File: src/rtl/intr_cntrl_mx.sv
// Machine-mode interrupt controller: synchronised external lines, software msip and a
// 64-bit mtime/mtimecmp timer, fixed-priority arbitration and a req/service handshake.
module intr_cntrl_mx #(
    parameter int XLEN        = 32,
    parameter int N_EXT       = 4,
    parameter int SYNC_STAGES = 2
) (
    input  logic             clk,
    input  logic             rst_n,
    input  logic [N_EXT-1:0] ext_irq,
    input  logic [N_EXT-1:0] ext_mask,
    input  logic             sw_set,
    input  logic             sw_clr,
    input  logic             cmp_we,
    input  logic [63:0]      cmp_wdata,
    input  logic             timer_en,
    input  logic             mstatus_mie,
    input  logic             mie_msie,
    input  logic             mie_mtie,
    input  logic             mie_meie,
    input  logic             intr_ack,
    input  logic             mret,
    output logic             intr_req,
    output logic [XLEN-1:0]  mcause,
    output logic [3:0]       ext_id,
    output logic [XLEN-1:0]  mip,
    output logic [63:0]      mtime,
    output logic             busy
);

    typedef enum logic [1:0] {
        S_IDLE    = 2'd0,
        S_REQ     = 2'd1,
        S_SERVICE = 2'd2
    } state_t;

    localparam logic [3:0] CODE_MSI = 4'd3;
    localparam logic [3:0] CODE_MTI = 4'd7;
    localparam logic [3:0] CODE_MEI = 4'd11;

    state_t            r_state;
    state_t            w_state_nxt;
    logic [N_EXT-1:0]  r_sync_p [SYNC_STAGES];
    logic              r_msip;
    logic [63:0]       r_mtime;
    logic [63:0]       r_mtimecmp;
    logic              r_intr_req;
    logic [XLEN-1:0]   r_mcause;
    logic [3:0]        r_ext_id;

    logic [N_EXT-1:0]  w_ext_act;
    logic              w_meip;
    logic              w_mtip;
    logic              w_mei_elig;
    logic              w_msi_elig;
    logic              w_mti_elig;
    logic              w_any_elig;
    logic [3:0]        w_code;
    logic [3:0]        w_ext_id_sel;
    logic [XLEN-1:0]   w_cause;
    logic [XLEN-1:0]   w_mip;
    logic              w_req_nxt;
    logic              w_capture;

    // Stage boundary: asynchronous external lines into the clock domain.
    always_ff @(posedge clk or negedge rst_n) begin
        if (!rst_n) begin
            for (int i = 0; i < SYNC_STAGES; i++) begin
                r_sync_p[i] <= '0;
            end
        end else begin
            r_sync_p[0] <= ext_irq;
            for (int i = 1; i < SYNC_STAGES; i++) begin
                r_sync_p[i] <= r_sync_p[i-1];
            end
        end
    end

    always_ff @(posedge clk or negedge rst_n) begin
        if (!rst_n) begin
            r_msip <= 1'b0;
        end else if (sw_clr) begin
            r_msip <= 1'b0;
        end else if (sw_set) begin
            r_msip <= 1'b1;
        end
    end

    // Reset compare value of all-ones keeps MTIP low until mtime wraps up to it.
    always_ff @(posedge clk or negedge rst_n) begin
        if (!rst_n) begin
            r_mtime    <= '0;
            r_mtimecmp <= '1;
        end else begin
            if (timer_en) begin
                r_mtime <= r_mtime + 64'd1;
            end
            if (cmp_we) begin
                r_mtimecmp <= cmp_wdata;
            end
        end
    end

    assign w_ext_act  = r_sync_p[SYNC_STAGES-1] & ext_mask;
    assign w_meip     = |w_ext_act;
    assign w_mtip     = (r_mtime >= r_mtimecmp);
    assign w_mei_elig = w_meip & mie_meie & mstatus_mie;
    assign w_msi_elig = r_msip & mie_msie & mstatus_mie;
    assign w_mti_elig = w_mtip & mie_mtie & mstatus_mie;
    assign w_any_elig = w_mei_elig | w_msi_elig | w_mti_elig;

    always_comb begin
        w_ext_id_sel = 4'd0;
        for (int i = N_EXT - 1; i >= 0; i--) begin
            if (w_ext_act[i]) begin
                w_ext_id_sel = 4'(i);
            end
        end
    end

    always_comb begin
        w_code = CODE_MTI;
        if (w_mei_elig) begin
            w_code = CODE_MEI;
        end else if (w_msi_elig) begin
            w_code = CODE_MSI;
        end
        w_cause            = '0;
        w_cause[XLEN-1]    = 1'b1;
        w_cause[3:0]       = w_code;
    end

    always_comb begin
        w_mip     = '0;
        w_mip[3]  = r_msip;
        w_mip[7]  = w_mtip;
        w_mip[11] = w_meip;
    end

    always_comb begin
        w_state_nxt = r_state;
        w_req_nxt   = r_intr_req;
        w_capture   = 1'b0;
        case (r_state)
            S_IDLE: begin
                if (w_any_elig) begin
                    w_state_nxt = S_REQ;
                    w_req_nxt   = 1'b1;
                    w_capture   = 1'b1;
                end
            end
            S_REQ: begin
                if (intr_ack) begin
                    w_state_nxt = S_SERVICE;
                    w_req_nxt   = 1'b0;
                end
            end
            S_SERVICE: begin
                if (mret) begin
                    w_state_nxt = S_IDLE;
                end
            end
            default: begin
                w_state_nxt = S_IDLE;
                w_req_nxt   = 1'b0;
            end
        endcase
    end

    // Stage boundary: request and cause registered toward the core.
    always_ff @(posedge clk or negedge rst_n) begin
        if (!rst_n) begin
            r_state    <= S_IDLE;
            r_intr_req <= 1'b0;
            r_mcause   <= '0;
            r_ext_id   <= 4'd0;
        end else begin
            r_state    <= w_state_nxt;
            r_intr_req <= w_req_nxt;
            if (w_capture) begin
                r_mcause <= w_cause;
                r_ext_id <= w_mei_elig ? w_ext_id_sel : 4'd0;
            end
        end
    end

    assign intr_req = r_intr_req;
    assign mcause   = r_mcause;
    assign ext_id   = r_ext_id;
    assign mip      = w_mip;
    assign mtime    = r_mtime;
    assign busy     = (r_state != S_IDLE);

endmodule

File: config.mk
export PLATFORM = sky130hd
export DESIGN_NAME = intr_cntrl_mx
export DESIGN_NICKNAME = d
export VERILOG_FILES = /design/src/rtl/intr_cntrl_mx.sv
export SDC_FILE = /design/constraint.sdc
export NUM_CORES = 1
export LEC_CHECK = 0
export CAP_MARGIN = 0
export CORE_ASPECT_RATIO = 1.5
export CORE_MARGIN = 1.5
export CORE_UTILIZATION = 45
export CTS_BUF_LIST = sky130_fd_sc_hd__clkbuf_2
export CTS_CLUSTER_SIZE = 28
export DETAILED_ROUTE_END_ITERATION = 10
export MAX_ROUTING_LAYER = met4
export PLACE_DENSITY = 0.81
export SLEW_MARGIN = 20
export SYNTH_ARGS = -nofsm -noshare
export SYNTH_HDL_FRONTEND = slang
export SYNTH_SLANG_ARGS = --single-unit
File: constraint.sdc
create_clock -name clk -period 2.1 [get_ports clk]
set_input_delay 0.42 -clock clk [delete_from_list [all_inputs] [get_ports clk]]
set_output_delay 0.42 -clock clk [all_outputs]
set_load 0.01 [all_outputs]
==> flow_metrics.py <==
metrics = {
    "cells_and_area": {
        "final_util_pct": 66.4,
        "nets": 1277,
        "fraction_of_layout_cells_with_a_size_suffix_above_1_pct": 35.7,
        "area_growth_syn_to_layout_pct": 44.5,
    },
    "timing": {
        "max_freq_mhz": 300,
        "maxSlewViolCount": 0,
        "fin_clk_skew_ps": 55.3,
        "setup_viol": 11,
        "hold_viol": 0,
        "rsz0062_at_grt": "true",
        "min_period_over_period_pct": 159,
        "setup_ws_ps": -1230,
        "holdWs_ps": 97.3,
        "min_period_ps": 3330,
    },
    "power": {
        "ir_drop_worst_case_vdd_mv": 0.567,
        "power_density_normalized_to_cell_area_nw_per_um2": 590,
        "total_power_uw": 6790,
        "p_leak_uw": 0.00572,
    },
    "die": {
        "initial_core_util_pct": 45.9,
        "fp-row-count": 59,
        "floorplan.die.width_um": 112,
        "top_level_ports": 218,
        "die_area_um2": 18500,
        "core_region_area_um2": 17300,
        "die-height_um": 166,
    },
    "grt": {
        "grt_usage_pct": 23.5,
        "global_route_wire_length_before_repair_um": 33800,
        "grt_start_max_net_pins": 48,
        "grt_antenna_before_repair": 1,
        "grt_pass1_vias": 7069,
        "globalRoute.totalOverflow": 0,
    },
    "synth": {
        "number_of_synthesis_warnings": 0,
        "register_area_share_after_synthesis_pct": 46.5,
        "yosys_register_bits": 145,
        "yosysUniqueCellTypes": 54,
        "synth_enable_flop_cells": 0,
        "syn_inst": 799,
        "post_synth_instance_area_um2": 7970,
        "post_synth.cell_area_avg_um2": 9.97,
        "synth_ff_type": "sky130_fd_sc_hd__dfrtp_1",
        "asyncSetResetFlopFracSynth_pct": 100,
    },
    "job": {
        "max_cap_check_violation_count": 0,
    },
    "clock_tree": {
        "cts_tree": "yes",
        "cts_buffer_depth": 2,
        "clock_sinks": 145,
        "path_clk_slew_ps": 250,
        "clk-insertion-delay-late_ps": 740,
        "htreeDepth": 4,
        "cts.root.buffer_cell": "sky130_fd_sc_hd__clkbuf_2",
        "cts_made_buffers": 17,
    },
    "critical_path": {
        "path_delay_family": "flip-flops",
        "cp.required_ps": 1680,
        "cell_chain_of_the_critical_path": "inv_2 > ha_4 > nand4_1 > buf_4 > nor2_1 > a221oi_1 > o211ai_1 > nor3_2 > nand2_1 > buf_6",
        "worst-path-max-fanout": 3,
        "crit_buf_inv": 3,
        "crit_slowest_cell": "sky130_fd_sc_hd__dfstp_2",
        "cp.arrival_ps": 2910,
        "timing.setup.critical_path_class": "reg -> out",
        "critical_path.endpoint_type": "primary output",
        "cpPeakStageDelay_ps": 590,
        "critical_path.startpoint_type": "flop",
    },
    "placement": {
        "post-dp-hpwl_um": 15500,
        "gp_congestion": 0.866,
        "preCtsSetupSlack_ps": -878,
        "io_buffers": 159,
    },
    "hold_path": {
        "worst_hold_path_type": "in -> reg",
    },
    "routing": {
        "finalWirelength_um": 21500,
        "route.vias.total": 6775,
        "detail_route.first_pass.iterations": 6,
        "viasPerCell": 5.00,
        "detail-route-antenna-nets": 0,
        "detailedRoute.firstIterationViolations": 244,
        "post-route-drc-count": 0,
        "avgRoutedWirePerCell_um": 15.8,
    },
    "run_status": {
        "outcome": "finished with violations",
        "violations_in_the_final_reports": "setup timing",
    },
}
==> layout make-up <==
cell class / count / area (um^2)
fillers: 1326 / 5840
diodes: 1 / 2.50
well taps: 213 / 267
flip-flops and latches: 145 / 3710
inverters: 74 / 278
clock buffers: 18 / 90.1
multi-input cells: 558 / 4080
repair buffers: 332 / 2890
clock inverters: 14 / 203
==> final timing paths <==
path	from	end	slack [ps]	cells past startpoint
min in group asynchronous	rst_n	mtime[10]	130	2
worst min register to register	r_sync_p[6]	r_sync_p[2]	390	0
worst max-delay path	r_mtimecmp[59]	mip[7]	-1230	10
max in group asynchronous	rst_n	r_mtimecmp[40]	1210	3
worst max register to register	r_mtimecmp[62]	ext_id[0]	-650	12
worst min-delay path	cmp_we	r_mtimecmp[4]	100	3
==> Yosys cell counts (3+ instances only) <==
master / count / area [um^2]
sky130_fd_sc_hd__xor2_1: 20 / 175
sky130_fd_sc_hd__dfstp_2: 64 / 1680
sky130_fd_sc_hd__inv_1: 74 / 278
sky130_fd_sc_hd__a21o_1: 3 / 22.5
sky130_fd_sc_hd__nor4_2: 3 / 37.5
sky130_fd_sc_hd__nand3_1: 30 / 150
sky130_fd_sc_hd__nor3_2: 10 / 100
sky130_fd_sc_hd__buf_4: 63 / 473
sky130_fd_sc_hd__dfrtp_1: 81 / 2030
sky130_fd_sc_hd__clkbuf_1: 15 / 56.3
sky130_fd_sc_hd__nor2_1: 20 / 75.1
sky130_fd_sc_hd__xnor2_1: 43 / 377
sky130_fd_sc_hd__ha_1: 65 / 813
sky130_fd_sc_hd__and2_1: 3 / 18.8
sky130_fd_sc_hd__nor3_1: 4 / 20.0
sky130_fd_sc_hd__and4_1: 4 / 35.0
sky130_fd_sc_hd__a21oi_1: 28 / 140
sky130_fd_sc_hd__and4_4: 5 / 56.3
sky130_fd_sc_hd__nand4_1: 27 / 169
sky130_fd_sc_hd__o21ai_0: 75 / 375
sky130_fd_sc_hd__nand2_1: 112 / 420
sky130_fd_sc_hd__and3_1: 10 / 62.6
==> logic make-up after synthesis <==
kind of cell,after synthesis,synth area share [%]
AO/OA/AOI/OAI,122,8.46
XOR/XNOR,63,6.93
adder cells (fa/ha/maj),65,10.2
buffers and inverters,153,10.2
flip-flops,145,46.5
multiplexers,2,0.283
other,1,0.0471
AND/OR/NAND/NOR,248,17.4
==> power breakdown <==
part | internal (uW) | switching, uW
Combinational | 810 | 836
Clock | 811 | 1110
Sequential | 3110 | 106
==> worst register-to-register path, stage by stage, from the launching register on <==
cell	delay, ps
sky130_fd_sc_hd__dfstp_2	570
sky130_fd_sc_hd__inv_1	70
sky130_fd_sc_hd__ha_4	270
sky130_fd_sc_hd__nand4_1	100
sky130_fd_sc_hd__buf_4	160
sky130_fd_sc_hd__nor4_4	250
sky130_fd_sc_hd__and4_4	260
sky130_fd_sc_hd__o31a_1	150
sky130_fd_sc_hd__a31oi_2	50
sky130_fd_sc_hd__buf_4	160
sky130_fd_sc_hd__buf_6	110
sky130_fd_sc_hd__a21bo_1	220
sky130_fd_sc_hd__a32o_2	270
==> flip-flops by register name (all words and copies together) (netlist names) <==
name	count
intr_req	1
r_msip	1
r_state	2
ext_id	2
r_sync_p	8
mtime	64
r_mtimecmp	64
mcause	3
==> routing by layer <==
| layer | global-route usage (%) | part of all wire (%) |
|---|---|---|
| met5 | - | 0 |
| met1 | 24.5 | 38 |
| met4 | 11.9 | 4.4 |
| met3 | 4.34 | 3.9 |
| met2 | 42.0 | 54 |
==> through the flow <==
step	area (um^2)	std cells	TNS, ps
floorplan	8270	856	-293
global placement	10600	1276	-10870
detailed placement	10600	1276	-12480
CTS	11300	1346	-3450
global route	11500	1355	-7130
finish	11500	1355	-5150
==> layout by cell type (no fill, tap or decap), types with 14 or more instances in the layout <==
cell type and instances:
sky130_fd_sc_hd__xor2_1 20, sky130_fd_sc_hd__clkdlybuf4s50_1 81, sky130_fd_sc_hd__ha_4 15, sky130_fd_sc_hd__a21oi_1 27, sky130_fd_sc_hd__dfrtp_1 81, sky130_fd_sc_hd__nand2_1 111
sky130_fd_sc_hd__dfstp_2 64, sky130_fd_sc_hd__o21ai_0 70, sky130_fd_sc_hd__buf_6 31, sky130_fd_sc_hd__clkbuf_2 36, sky130_fd_sc_hd__buf_4 154, sky130_fd_sc_hd__nand3_1 24
sky130_fd_sc_hd__inv_1 61, sky130_fd_sc_hd__nor2_1 14, sky130_fd_sc_hd__xnor2_1 43, sky130_fd_sc_hd__clkdlybuf4s15_1 19, sky130_fd_sc_hd__ha_1 50, sky130_fd_sc_hd__conb_1 58
sky130_fd_sc_hd__nand4_1 27
==> repair_timing <==
action / 4_1_cts / 5_1_grt
endpoints found under the hold margin: 100 / 0
gates resized for setup: 204 / 107
hold buffers: 1 / 0
gates cloned: 0 / 0
endpoints found under the setup margin: 85 / 94
pin swaps: 32 / 37
setup buffers: 37 / 24
(Power assumes the default switching activity.)
